## config.mk

```make
export PLATFORM = sky130hd
export DESIGN_NAME = lut_divider_32by16
export DESIGN_NICKNAME = d
export VERILOG_FILES = /design/src/rtl/lut_divider_32by16.sv
export SDC_FILE = /design/constraint.sdc
export NUM_CORES = 1
export LEC_CHECK = 0
export BUFFER_PORTS_ARGS = -buffer_cell sky130_fd_sc_hd__buf_2
export CORE_UTILIZATION = 57
export DETAILED_ROUTE_END_ITERATION = 8
export GPL_ROUTABILITY_DRIVEN = 0
export PLACE_DENSITY = 0.9
export SLEW_MARGIN = 20
export SYNTH_ARGS = -nofsm -noshare
export SYNTH_HDL_FRONTEND = slang
export SYNTH_SLANG_ARGS = --single-unit
```

## constraint.sdc

```tcl
create_clock -name clk -period 3.52 [get_ports clk]
set_clock_uncertainty 0.05 [all_clocks]
set_input_delay 0.704 -clock clk [delete_from_list [all_inputs] [get_ports clk]]
set_output_delay 0.704 -clock clk [all_outputs]
set_load 0.05 [all_outputs]
```

## src/rtl/lut_divider_32by16.sv

```systemverilog
// ---------------------------------------------------------------------------
// lut_divider_32by16
//
// Iterative unsigned restoring divider: divides a 2*WIDTH-bit dividend (the
// product coming out of the 16x16 LUT multiplier) by a WIDTH-bit divisor.
// It produces one quotient bit per clock and returns both quotient and
// remainder, so a mul -> div round trip recovers the original operands.
//
// Handshake: a start pulse is accepted only in IDLE.
// - The operands are captured on the accepting edge.
// - busy is high while the RUN iterations are in progress.
// - done pulses for exactly one cycle when the results are valid.
// - Results and error flags hold until the next accepted start.
//
// Error fast path: a zero divisor, or a quotient that cannot fit in WIDTH
// bits, goes straight to DONE. busy never rises on this path.
//
// Ports:
//   clk          rising-edge clock
//   reset        synchronous, active-high reset; aborts any operation
//   start        request, sampled only in IDLE
//   dividend     [2*WIDTH-1:0] numerator, captured on accept
//   divisor      [WIDTH-1:0]   denominator, captured on accept
//   busy         high from the accepting edge until done
//   done         one-cycle pulse, results valid
//   quotient     [WIDTH-1:0] result
//   remainder    [WIDTH-1:0] result
//   div_by_zero  divisor was zero
//   overflow     quotient does not fit in WIDTH bits
// ---------------------------------------------------------------------------
module lut_divider_32by16 #(
    parameter int WIDTH = 16,
    parameter int CNT_W = 5
) (
    input  logic                 clk,
    input  logic                 reset,
    input  logic                 start,
    input  logic [2*WIDTH-1:0]   dividend,
    input  logic [WIDTH-1:0]     divisor,
    output logic                 busy,
    output logic                 done,
    output logic [WIDTH-1:0]     quotient,
    output logic [WIDTH-1:0]     remainder,
    output logic                 div_by_zero,
    output logic                 overflow
);

    typedef enum logic [1:0] {
        IDLE = 2'd0,
        RUN  = 2'd1,
        DONE = 2'd2
    } state_t;

    state_t             state, state_n;
    logic [WIDTH:0]     p, p_n;         // partial remainder, one guard bit
    logic [WIDTH-1:0]   q, q_n;         // dividend low half shifting out, quotient bits shifting in
    logic [CNT_W-1:0]   cnt, cnt_n;
    logic [WIDTH-1:0]   dvsr, dvsr_n;
    logic [WIDTH-1:0]   quo_n, rem_n;
    logic               dbz_n, ovf_n;

    // Trial value for the current iteration. p stays below the divisor, so
    // its low WIDTH bits are all that matter when shifting in the next bit.
    logic [WIDTH:0]     trial;
    logic               qbit;

    always_comb begin
        state_n = state;
        p_n     = p;
        q_n     = q;
        cnt_n   = cnt;
        dvsr_n  = dvsr;
        quo_n   = quotient;
        rem_n   = remainder;
        dbz_n   = div_by_zero;
        ovf_n   = overflow;
        trial   = {p[WIDTH-1:0], q[WIDTH-1]};
        qbit    = 1'b0;

        case (state)
            IDLE: begin
                if (start) begin
                    dvsr_n = divisor;
                    dbz_n  = 1'b0;
                    ovf_n  = 1'b0;
                    quo_n  = '0;
                    rem_n  = '0;
                    if (divisor == '0) begin
                        state_n = DONE;
                        dbz_n   = 1'b1;
                        quo_n   = '1;
                        rem_n   = dividend[WIDTH-1:0];
                    end else if (dividend[2*WIDTH-1:WIDTH] >= divisor) begin
                        // The high half already reaches the divisor, so the
                        // quotient needs more than WIDTH bits.
                        state_n = DONE;
                        ovf_n   = 1'b1;
                        quo_n   = '1;
                        rem_n   = '0;
                    end else begin
                        state_n = RUN;
                        p_n     = {1'b0, dividend[2*WIDTH-1:WIDTH]};
                        q_n     = dividend[WIDTH-1:0];
                        cnt_n   = CNT_W'(WIDTH);
                    end
                end
            end

            RUN: begin
                if (trial >= {1'b0, dvsr}) begin
                    p_n  = trial - {1'b0, dvsr};
                    qbit = 1'b1;
                end else begin
                    p_n  = trial;
                    qbit = 1'b0;
                end
                q_n   = {q[WIDTH-2:0], qbit};
                cnt_n = cnt - 1'b1;
                // The last iteration loads the results directly, so they are
                // valid in the same cycle that done is high.
                if (cnt == CNT_W'(1)) begin
                    state_n = DONE;
                    quo_n   = q_n;
                    rem_n   = p_n[WIDTH-1:0];
                end
            end

            DONE: begin
                state_n = IDLE;
            end

            default: begin
                state_n = IDLE;
            end
        endcase
    end

    always_ff @(posedge clk) begin
        if (reset) begin
            state       <= IDLE;
            p           <= '0;
            q           <= '0;
            cnt         <= '0;
            dvsr        <= '0;
            quotient    <= '0;
            remainder   <= '0;
            div_by_zero <= 1'b0;
            overflow    <= 1'b0;
        end else begin
            state       <= state_n;
            p           <= p_n;
            q           <= q_n;
            cnt         <= cnt_n;
            dvsr        <= dvsr_n;
            quotient    <= quo_n;
            remainder   <= rem_n;
            div_by_zero <= dbz_n;
            overflow    <= ovf_n;
        end
    end

    // Pure decodes of the state register: no path from any input.
    assign busy = (state == RUN);
    assign done = (state == DONE);

endmodule

```

==> impl_metrics.sql, run 1 <==
INSERT INTO impl_metrics (metric_group, metric, value, unit) VALUES
('layout', 'drive_above_1_share', '0.214', ''),
('setup_path', 'slowest_delay', '0.63', 'ns'),
('placement', 'port_buffers', '86', ''),
('detailed_routing', 'detail_route.iter0.violations', '299', ''),
('sta', 'slew-limit-headroom', '0.375', ''),
('synth', 'postSynth.asyncResetShare', '0', ''),
('synth', 'synthCells', '631', ''),
('sta', 'fin_crit', '3.02', 'ns'),
('detailed_routing', 'antenna_violating_nets_remaining', '0', ''),
('layout', 'final.fill_count', '675', ''),
('detailed_routing', 'wl_per_cell', '17.1', 'um'),
('synth', 'synth_top_family_by_area', 'compound AO/OA/AOI/OAI gates', ''),
('setup_path', 'critPathRequiredTime', '3.69', 'ns'),
('setup_path', 'timing.reg2reg.setup_slack', '0.61', 'ns'),
('layout', 'post-route-cell-area', '0.00574', 'mm2'),
('clocking', 'root_buffer', 'sky130_fd_sc_hd__clkbuf_8', ''),
('layout', 'finish.net_count', '791', ''),
('clocking', 'htree_num_levels', '3', ''),
('clocking', 'clk_transition_reported_paths', '0.09', 'ns'),
('clocking', 'cts.sinks', '89', ''),
('setup_path', 'buf_inv_stages_crit_path', '2', ''),
('synth', 'yosysWarningCount', '0', ''),
('power_and_ir_drop', 'power.ir.vdd_worst', '356', 'uV'),
('power_and_ir_drop', 'cellPowerDensity', '622', 'mW/mm2'),
('sta', 'finalMaxSlewViolations', '0', ''),
('placement', 'dpl.hpwl', '10000', 'um'),
('synth', 'synth_xor_xnor_area_share', '0.0226', ''),
('run_status', 'outcome', 'completed', ''),
('clocking', 'cts_tree', 'yes', ''),
('min_path', 'min-delay-path-class', 'flop to flop', ''),
('die', 'dieWidth', '96.0', 'um'),
('detailed_routing', 'route.detailed.drc', '0', ''),
('sta', 'worst_slew_pin_slew', '0.934', 'ns'),
('sta', 'finalHoldViolations', '0', ''),
('die', 'core-area', '0.00838', 'mm2'),
('sta', 'finalSetupViolations', '0', ''),
('setup_path', 'worst_ep_arrival_time', '3.18', 'ns'),
('sta', 'timing.fmax', '331', 'MHz'),
('synth', 'mappedNetlistNets', '717', ''),
('die', 'design.portCount', '87', ''),
('grt', 'grt_antenna_before_repair', '0', ''),
('sta', 'rsz0062_at_grt', 'no', ''),
('layout', 'final-instance-count-excl-fill', '815', ''),
('synth', 'postSynth.topFlopCell', 'sky130_fd_sc_hd__dfxtp_1', ''),
('synth', 'syn_avg_cell_area', '7.99', 'um2'),
('layout', 'n_antenna_cell', '0', ''),
('synth', 'synth-adder-area-share', '0.0884', ''),
('sta', 'final_min_period_over_clock_period', '0.858', ''),
('die', 'placement_rows', '33', ''),
('placement', 'place.detailed.instances', '799', ''),
('synth', 'syn-cell-area', '0.00504', 'mm2'),
('setup_path', 'crit_type', 'input pin to flop', ''),
('detailed_routing', 'vias', '5022', ''),
('setup_path', 'worstSetupEndpointType', 'flop', ''),
('grt', 'grt_pass1_vias', '4800', ''),
('synth', 'synth_seq_cells', '89', ''),
('clocking', 'cts_buffer_depth', '2', ''),
('detailed_routing', 'dr_vias_cell', '6.16', ''),
('grt', 'globalRouteTotalUtil', '0.312', ''),
('synth', 'synth-simple-area-share', '0.191', ''),
('die', 'die_area', '0.00922', 'mm2'),
('die', 'chipHeight', '96.0', 'um'),
('die', 'start_util', '0.601', ''),
('clocking', 'tritoncts.num_buffers', '9', ''),
('clocking', 'cts-hold-fix-buffers', '0', ''),
('detailed_routing', 'wirelength', '13900', 'um'),
('sta', 'setup-tns-final', '0', 'ns'),
('synth', 'yosysSeqAreaShare', '0.354', ''),
('setup_path', 'path_cells', 'buf_2 -> inv_1 -> ha_1 -> a21oi_1 -> o21ai_1 -> a2111oi_0 -> a211oi_2 -> nor2_1 -> a311o_1 -> o21ai_0', ''),
('synth', 'muxShareOfSynthArea', '0.00199', ''),
('detailed_routing', 'total_iterations_of_the_first_detailed_routing_run', '5', '');
report_power, final:
part           internal (W)  switching, W  leakage, nW
registers           0.00114      0.000105        0.732
clock network      0.000320      0.000387       0.0956
logic              0.000560       0.00106         1.67
total               0.00202       0.00155         2.50
area by class of cell:
type / count / area [um2] / area share
timing repair buffer: 97 / 526 / 0.0915
clock buffer: 12 / 165 / 0.0288
sequential: 89 / 1780 / 0.310
inverter: 45 / 169 / 0.0294
clock inverter: 4 / 32.5 / 0.00566
tap: 105 / 131 / 0.0229
multi-input combinational: 463 / 2940 / 0.512
registers in the layout, indices dropped and copies added, names as in the netlist:
name	flops
quotient	16
remainder	16
cnt	5
div_by_zero	1
overflow	1
p	16
dvsr	16
state	2
q	16
cells by family after synthesis:
logic type / after synthesis
fa+ha+maj: 35
buf+inv: 79
xor+xnor: 13
mux: 1
simple gates: 219
flops: 89
compound gates: 195
placed cells by master (no fill, tap or decap), types with 2 or more instances in the layout:
cell and instances:
sky130_fd_sc_hd__a21oi_2 2, sky130_fd_sc_hd__ha_1 34, sky130_fd_sc_hd__nand4_1 3, sky130_fd_sc_hd__or3_1 2
sky130_fd_sc_hd__a311oi_1 17, sky130_fd_sc_hd__a31oi_2 7, sky130_fd_sc_hd__a31oi_1 5, sky130_fd_sc_hd__a211oi_2 11
sky130_fd_sc_hd__or2_2 2, sky130_fd_sc_hd__inv_1 45, sky130_fd_sc_hd__nor4_1 7, sky130_fd_sc_hd__nor3_1 7
sky130_fd_sc_hd__a2111oi_0 2, sky130_fd_sc_hd__xor2_1 5, sky130_fd_sc_hd__o21ai_2 2, sky130_fd_sc_hd__o21ai_1 13
sky130_fd_sc_hd__nand2_1 93, sky130_fd_sc_hd__o21a_1 2, sky130_fd_sc_hd__a21oi_1 70, sky130_fd_sc_hd__xnor2_1 8
sky130_fd_sc_hd__and3_1 3, sky130_fd_sc_hd__buf_2 86, sky130_fd_sc_hd__nor2b_1 2, sky130_fd_sc_hd__clkbuf_8 12
sky130_fd_sc_hd__nor3_2 5, sky130_fd_sc_hd__a211oi_1 9, sky130_fd_sc_hd__a22oi_1 16, sky130_fd_sc_hd__buf_4 10
sky130_fd_sc_hd__dfxtp_1 89, sky130_fd_sc_hd__nand2b_1 7, sky130_fd_sc_hd__a21o_1 4, sky130_fd_sc_hd__inv_6 2
sky130_fd_sc_hd__o21ai_0 15, sky130_fd_sc_hd__clkinvlp_4 2, sky130_fd_sc_hd__nor2_1 75, sky130_fd_sc_hd__nand3_1 6
worst paths after layout:
path                                           startpoint                         to  cells past startpoint
worst min-delay path            quotient[10]$_SDFFE_PP0P_  quotient[10]$_SDFFE_PP0P_                      2
worst min register to register  quotient[10]$_SDFFE_PP0P_  quotient[10]$_SDFFE_PP0P_                      2
worst max register to register         q[15]$_SDFFE_PP0P_  remainder[8]$_SDFFE_PP0P_                     11
worst max-delay path                          divisor[11]   quotient[1]$_SDFFE_PP0P_                     10
routing by layer:
metal / vias up / track usage / share of wire
li1: 2371 / - / -
met1: 2367 / 0.376 / 0.41
met2: 240 / 0.530 / 0.48
met3: 44 / 0.0577 / 0.076
met4: 0 / 0.154 / 0.033
met5: - / 0 / 0
synthesized netlist by cell type, drive strengths merged (4+ instances only):
cell | count | area (um2)
nand2 | 93 | 349
dfxtp | 89 | 1780
nor2 | 75 | 282
a21oi | 73 | 384
inv | 45 | 169
ha | 34 | 425
o21ai | 30 | 158
clkbuf | 23 | 86.3
a211oi | 21 | 225
a311oi | 17 | 149
a22oi | 16 | 120
a31oi | 12 | 119
nor3 | 12 | 80.1
buf | 11 | 67.6
nor4 | 8 | 56.3
xnor2 | 8 | 70.1
nand2b | 7 | 43.8
nand3 | 6 | 30.0
xor2 | 5 | 43.8
a21o | 4 | 30.0
worst register-to-register path, stage by stage (launching register included):
cell and delay, ns:
sky130_fd_sc_hd__dfxtp_1 0.35, sky130_fd_sc_hd__inv_1 0.07, sky130_fd_sc_hd__ha_1 0.19, sky130_fd_sc_hd__fa_1 0.20
sky130_fd_sc_hd__nand2b_1 0.18, sky130_fd_sc_hd__a211oi_1 0.10, sky130_fd_sc_hd__a2111oi_0 0.80, sky130_fd_sc_hd__o21ai_0 0.23
sky130_fd_sc_hd__xnor2_1 0.18, sky130_fd_sc_hd__nand2_1 0.07, sky130_fd_sc_hd__o211ai_1 0.18, sky130_fd_sc_hd__a211oi_1 0.25
metrics by stage:
| step | worst slack (ns) | hold slack (ns) |
|---|---|---|
| floorplan | 0.744 | 0.386 |
| global placement | 0.195 | 0.380 |
| detailed placement | 0.188 | 0.388 |
| CTS | 0.521 | 0.399 |
| global route | 0.345 | 0.433 |
| finish | 0.501 | 0.397 |
Note: power is estimated with default switching activity, not from simulation.
==> run 2, diff against run 1 <==
==> constraint.sdc (replaced) <==
create_clock -name clk -period 3.52 [get_ports clk]
set_clock_uncertainty 0.05 [all_clocks]
set_input_delay 0.176 -clock clk [delete_from_list [all_inputs] [get_ports clk]]
set_output_delay 0.176 -clock clk [all_outputs]
set_load 0.05 [all_outputs]
==> run 2 against run 1 <==
Effect of this change: the run now ends with negative hold slack left; routed wire length shrank 0.66%; sequential cell count is the same; count of clock-buffer cells in the layout shrank 3; critical endpoint is now quotient[0]$_SDFFE_PP0P_; largest cell class unchanged; largest power group unchanged; highest routed layer unchanged.
==> impl_metrics.sql, run 2 (same netlist as run 1, synthesis figures left out) <==
INSERT INTO impl_metrics (metric_group, metric, value, unit) VALUES
('die', 'start_util', '0.601', ''),
('grt', 'grt_pass1_wl', '22500', 'um'),
('grt', 'grt_overflow', '0', ''),
('setup_path', 'cp_top_family', 'compound AO/OA/AOI/OAI gates', ''),
('placement', 'dpl.hpwl', '10300', 'um'),
('setup_path', 'slowest_delay', '0.62', 'ns'),
('sta', 'rsz0062_at_grt', 'no', ''),
('placement', 'post_place_setup_slack', '0.627', 'ns'),
('detailed_routing', 'route.detailed.drc', '0', ''),
('run', 'max-cap-violations', '0', ''),
('setup_path', 'worst_ep_arrival_time', '3.27', 'ns'),
('sta', 'finalHoldViolations', '1', ''),
('die', 'die_area', '0.00922', 'mm2'),
('setup_path', 'reg2reg_depth', '11', ''),
('sta', 'fin_crit', '3.04', 'ns'),
('layout', 'footprint_of_the_flip_flops_and_latches', '0.00178', 'mm2'),
('sta', 'worst_slew_pin_slew', '1.07', 'ns'),
('setup_path', 'worstSetupEndpointType', 'flop', ''),
('setup_path', 'setup.worst_path.end', 'quotient[0]$_SDFFE_PP0P_', ''),
('power_and_ir_drop', 'clock_power_share', '0.193', ''),
('layout', 'layout_common_cells', 'sky130_fd_sc_hd__nand2_1, sky130_fd_sc_hd__dfxtp_1, sky130_fd_sc_hd__buf_2', ''),
('clocking', 'tritoncts.num_buffers', '9', ''),
('sta', 'hold_ws', '-0.000855', 'ns'),
('clocking', 'cts-hold-fix-buffers', '2', ''),
('clocking', 'root_buffer', 'sky130_fd_sc_hd__clkbuf_8', ''),
('clocking', 'cts_buffer_depth', '2', ''),
('power_and_ir_drop', 'internal-power', '0.00196', 'W'),
('die', 'core-area', '0.00838', 'mm2'),
('clocking', 'cts_repair_resize_count', '0', ''),
('power_and_ir_drop', 'combPwrFrac', '0.453', ''),
('grt', 'grt_antenna_before_repair', '0', ''),
('setup_path', 'path_max_fanout', '17', ''),
('power_and_ir_drop', 'p_seq_frac', '0.354', ''),
('setup_path', 'worstReg2RegEnd', 'p[5]$_SDFFE_PP0P_', ''),
('clocking', 'cts.sinks', '89', ''),
('detailed_routing', 'detail_route.iter0.violations', '351', ''),
('die', 'placement_rows', '33', ''),
('power_and_ir_drop', 'cellPowerDensity', '615', 'mW/mm2'),
('sta', 'timing.fmax', '329', 'MHz'),
('power_and_ir_drop', 'power.ir.vdd_worst', '435', 'uV'),
('detailed_routing', 'total_iterations_of_the_first_detailed_routing_run', '5', ''),
('sta', 'finalMaxSlewViolations', '0', ''),
('setup_path', 'worst_setup_path_start_kind', 'input pin', ''),
('detailed_routing', 'wl_per_cell', '16.9', 'um'),
('sta', 'slew-limit-headroom', '0.283', ''),
('setup_path', 'slowest_stage', 'sky130_fd_sc_hd__a311o_1', ''),
('grt', 'globalRouteTotalUtil', '0.317', ''),
('detailed_routing', 'wirelength', '13800', 'um'),
('layout', 'drive_above_1_share', '0.213', ''),
('setup_path', 'r2r-start', 'dvsr[1]$_SDFFE_PP0P_', ''),
('power_and_ir_drop', 'switchingPower', '0.00157', 'W'),
('setup_path', 'critPathRequiredTime', '3.75', 'ns'),
('layout', 'final_common_cell', 'sky130_fd_sc_hd__nand2_1', ''),
('layout', 'layout_stage_area_growth_over_the_synthesis_result', '13.9', '%'),
('sta', 'finalSetupViolations', '0', ''),
('run_status', 'outcome', 'complete, but fails checks', ''),
('layout', 'final-instance-count-excl-fill', '817', ''),
('sta', 'timing.final.ws_setup', '0.480', 'ns'),
('grt', 'grt_max_degree', '41', ''),
('power_and_ir_drop', 'power_switching_share', '0.444', ''),
('min_path', 'min-delay-path-class', 'input pin to flop', ''),
('clocking', 'clk_transition_reported_paths', '0.10', 'ns'),
('layout', 'n_antenna_cell', '0', ''),
('setup_path', 'worstSetupPathDepth', '12', ''),
('clocking', 'postCtsSetupBuffers', '0', ''),
('run_status', 'violations', 'negative hold slack', ''),
('placement', 'port_buffers', '86', ''),
('layout', 'final.fill_count', '689', ''),
('die', 'design.portCount', '87', ''),
('die', 'chipHeight', '96.0', 'um'),
('clocking', 'cts_tree', 'yes', ''),
('detailed_routing', 'dr_vias_cell', '6.16', ''),
('clocking', 'htree_num_levels', '3', ''),
('clocking', 'worst_skew_pair.late_latency', '0.39', 'ns'),
('setup_path', 'timing.reg2reg.setup_slack', '0.58', 'ns'),
('setup_path', 'setup.worst_path.start', 'divisor[5]', ''),
('die', 'dieWidth', '96.0', 'um'),
('layout', 'finish.net_count', '793', ''),
('detailed_routing', 'vias', '5035', ''),
('power_and_ir_drop', 'p_leak', '2.50', 'nW'),
('setup_path', 'path_cells', 'dlygate4sd3_1 -> buf_2 -> inv_1 -> ha_1 -> a21oi_1 -> nor2_1 -> a2111oi_0 -> a211oi_2 -> nor2_1 -> a311o_1 -> a21oi_1 -> a21o_1', ''),
('grt', 'grt_pass1_vias', '4831', ''),
('placement', 'place.detailed.instances', '799', ''),
('sta', 'setup-tns-final', '0', 'ns'),
('detailed_routing', 'antenna_violating_nets_remaining', '0', ''),
('setup_path', 'buf_inv_stages_crit_path', '3', ''),
('sta', 'final_min_period_over_clock_period', '0.864', ''),
('setup_path', 'crit_type', 'input pin to flop', ''),
('layout', 'multi_input_logic_area', '0.00294', 'mm2');
-- run 2: routing by layer --
metal  wire length, um  up-vias  track usage
met5                 0        -            0
met4               423        0        0.129
met3              1220       43       0.0821
met2              6680      255        0.544
met1              5520     2355        0.375
li1                  -     2382            -
-- run 2: per-stage QoR --
stage | util | instance area [um2] | hold slack [ns] | power [W]
after floorplan | - | 5040 | 0.262 | 0.00249
after global placement | 0.660 | 5530 | 0.380 | 0.00276
after detailed placement | 0.660 | 5530 | 0.388 | 0.00282
after CTS | 0.685 | 5740 | 0.000597 | 0.00349
after global routing | 0.685 | 5740 | 0.00660 | 0.00372
final | 0.685 | 5740 | -0.000855 | 0.00353
-- run 2: layout make-up --
type	count	share of cell area
repair buffers	99	0.0929
well taps	105	0.0229
clock buffers	9	0.0216
clock inverters	7	0.0105
flip-flops and latches	89	0.311
inverters	45	0.0294
multi-input cells	463	0.512
-- run 2: power groups by stage --
stage	registers [W]	logic (W)	clock network, W
floorplan	0.00141	0.00108	0
global route	0.00127	0.00173	0.000725
detailed placement	0.00127	0.00155	0
finish	0.00125	0.00160	0.000682
CTS	0.00125	0.00157	0.000682
global placement	0.00126	0.00150	0
-- run 2: tightest hold or removal path, stage by stage --
cell                      delay [ns]
sky130_fd_sc_hd__buf_2          0.11
sky130_fd_sc_hd__nand2_1        0.05
sky130_fd_sc_hd__a21oi_1        0.05
-- run 2: worst min-delay path by stage --
stage | cells past startpoint | endpoint | start | slack (ns)
global route | 3 | q[8]$_SDFFE_PP0P_ | dividend[8] | 0.007
CTS | 3 | dvsr[4]$_SDFFE_PP0P_ | divisor[4] | 0.0006
detailed placement | 2 | quotient[3]$_SDFFE_PP0P_ | quotient[3]$_SDFFE_PP0P_ | 0.39
global placement | 2 | quotient[14]$_SDFFE_PP0P_ | quotient[14]$_SDFFE_PP0P_ | 0.38
finish | 3 | dvsr[9]$_SDFFE_PP0P_ | divisor[9] | -0.0009
floorplan | 2 | dvsr[10]$_SDFFE_PP0P_ | divisor[10] | 0.26
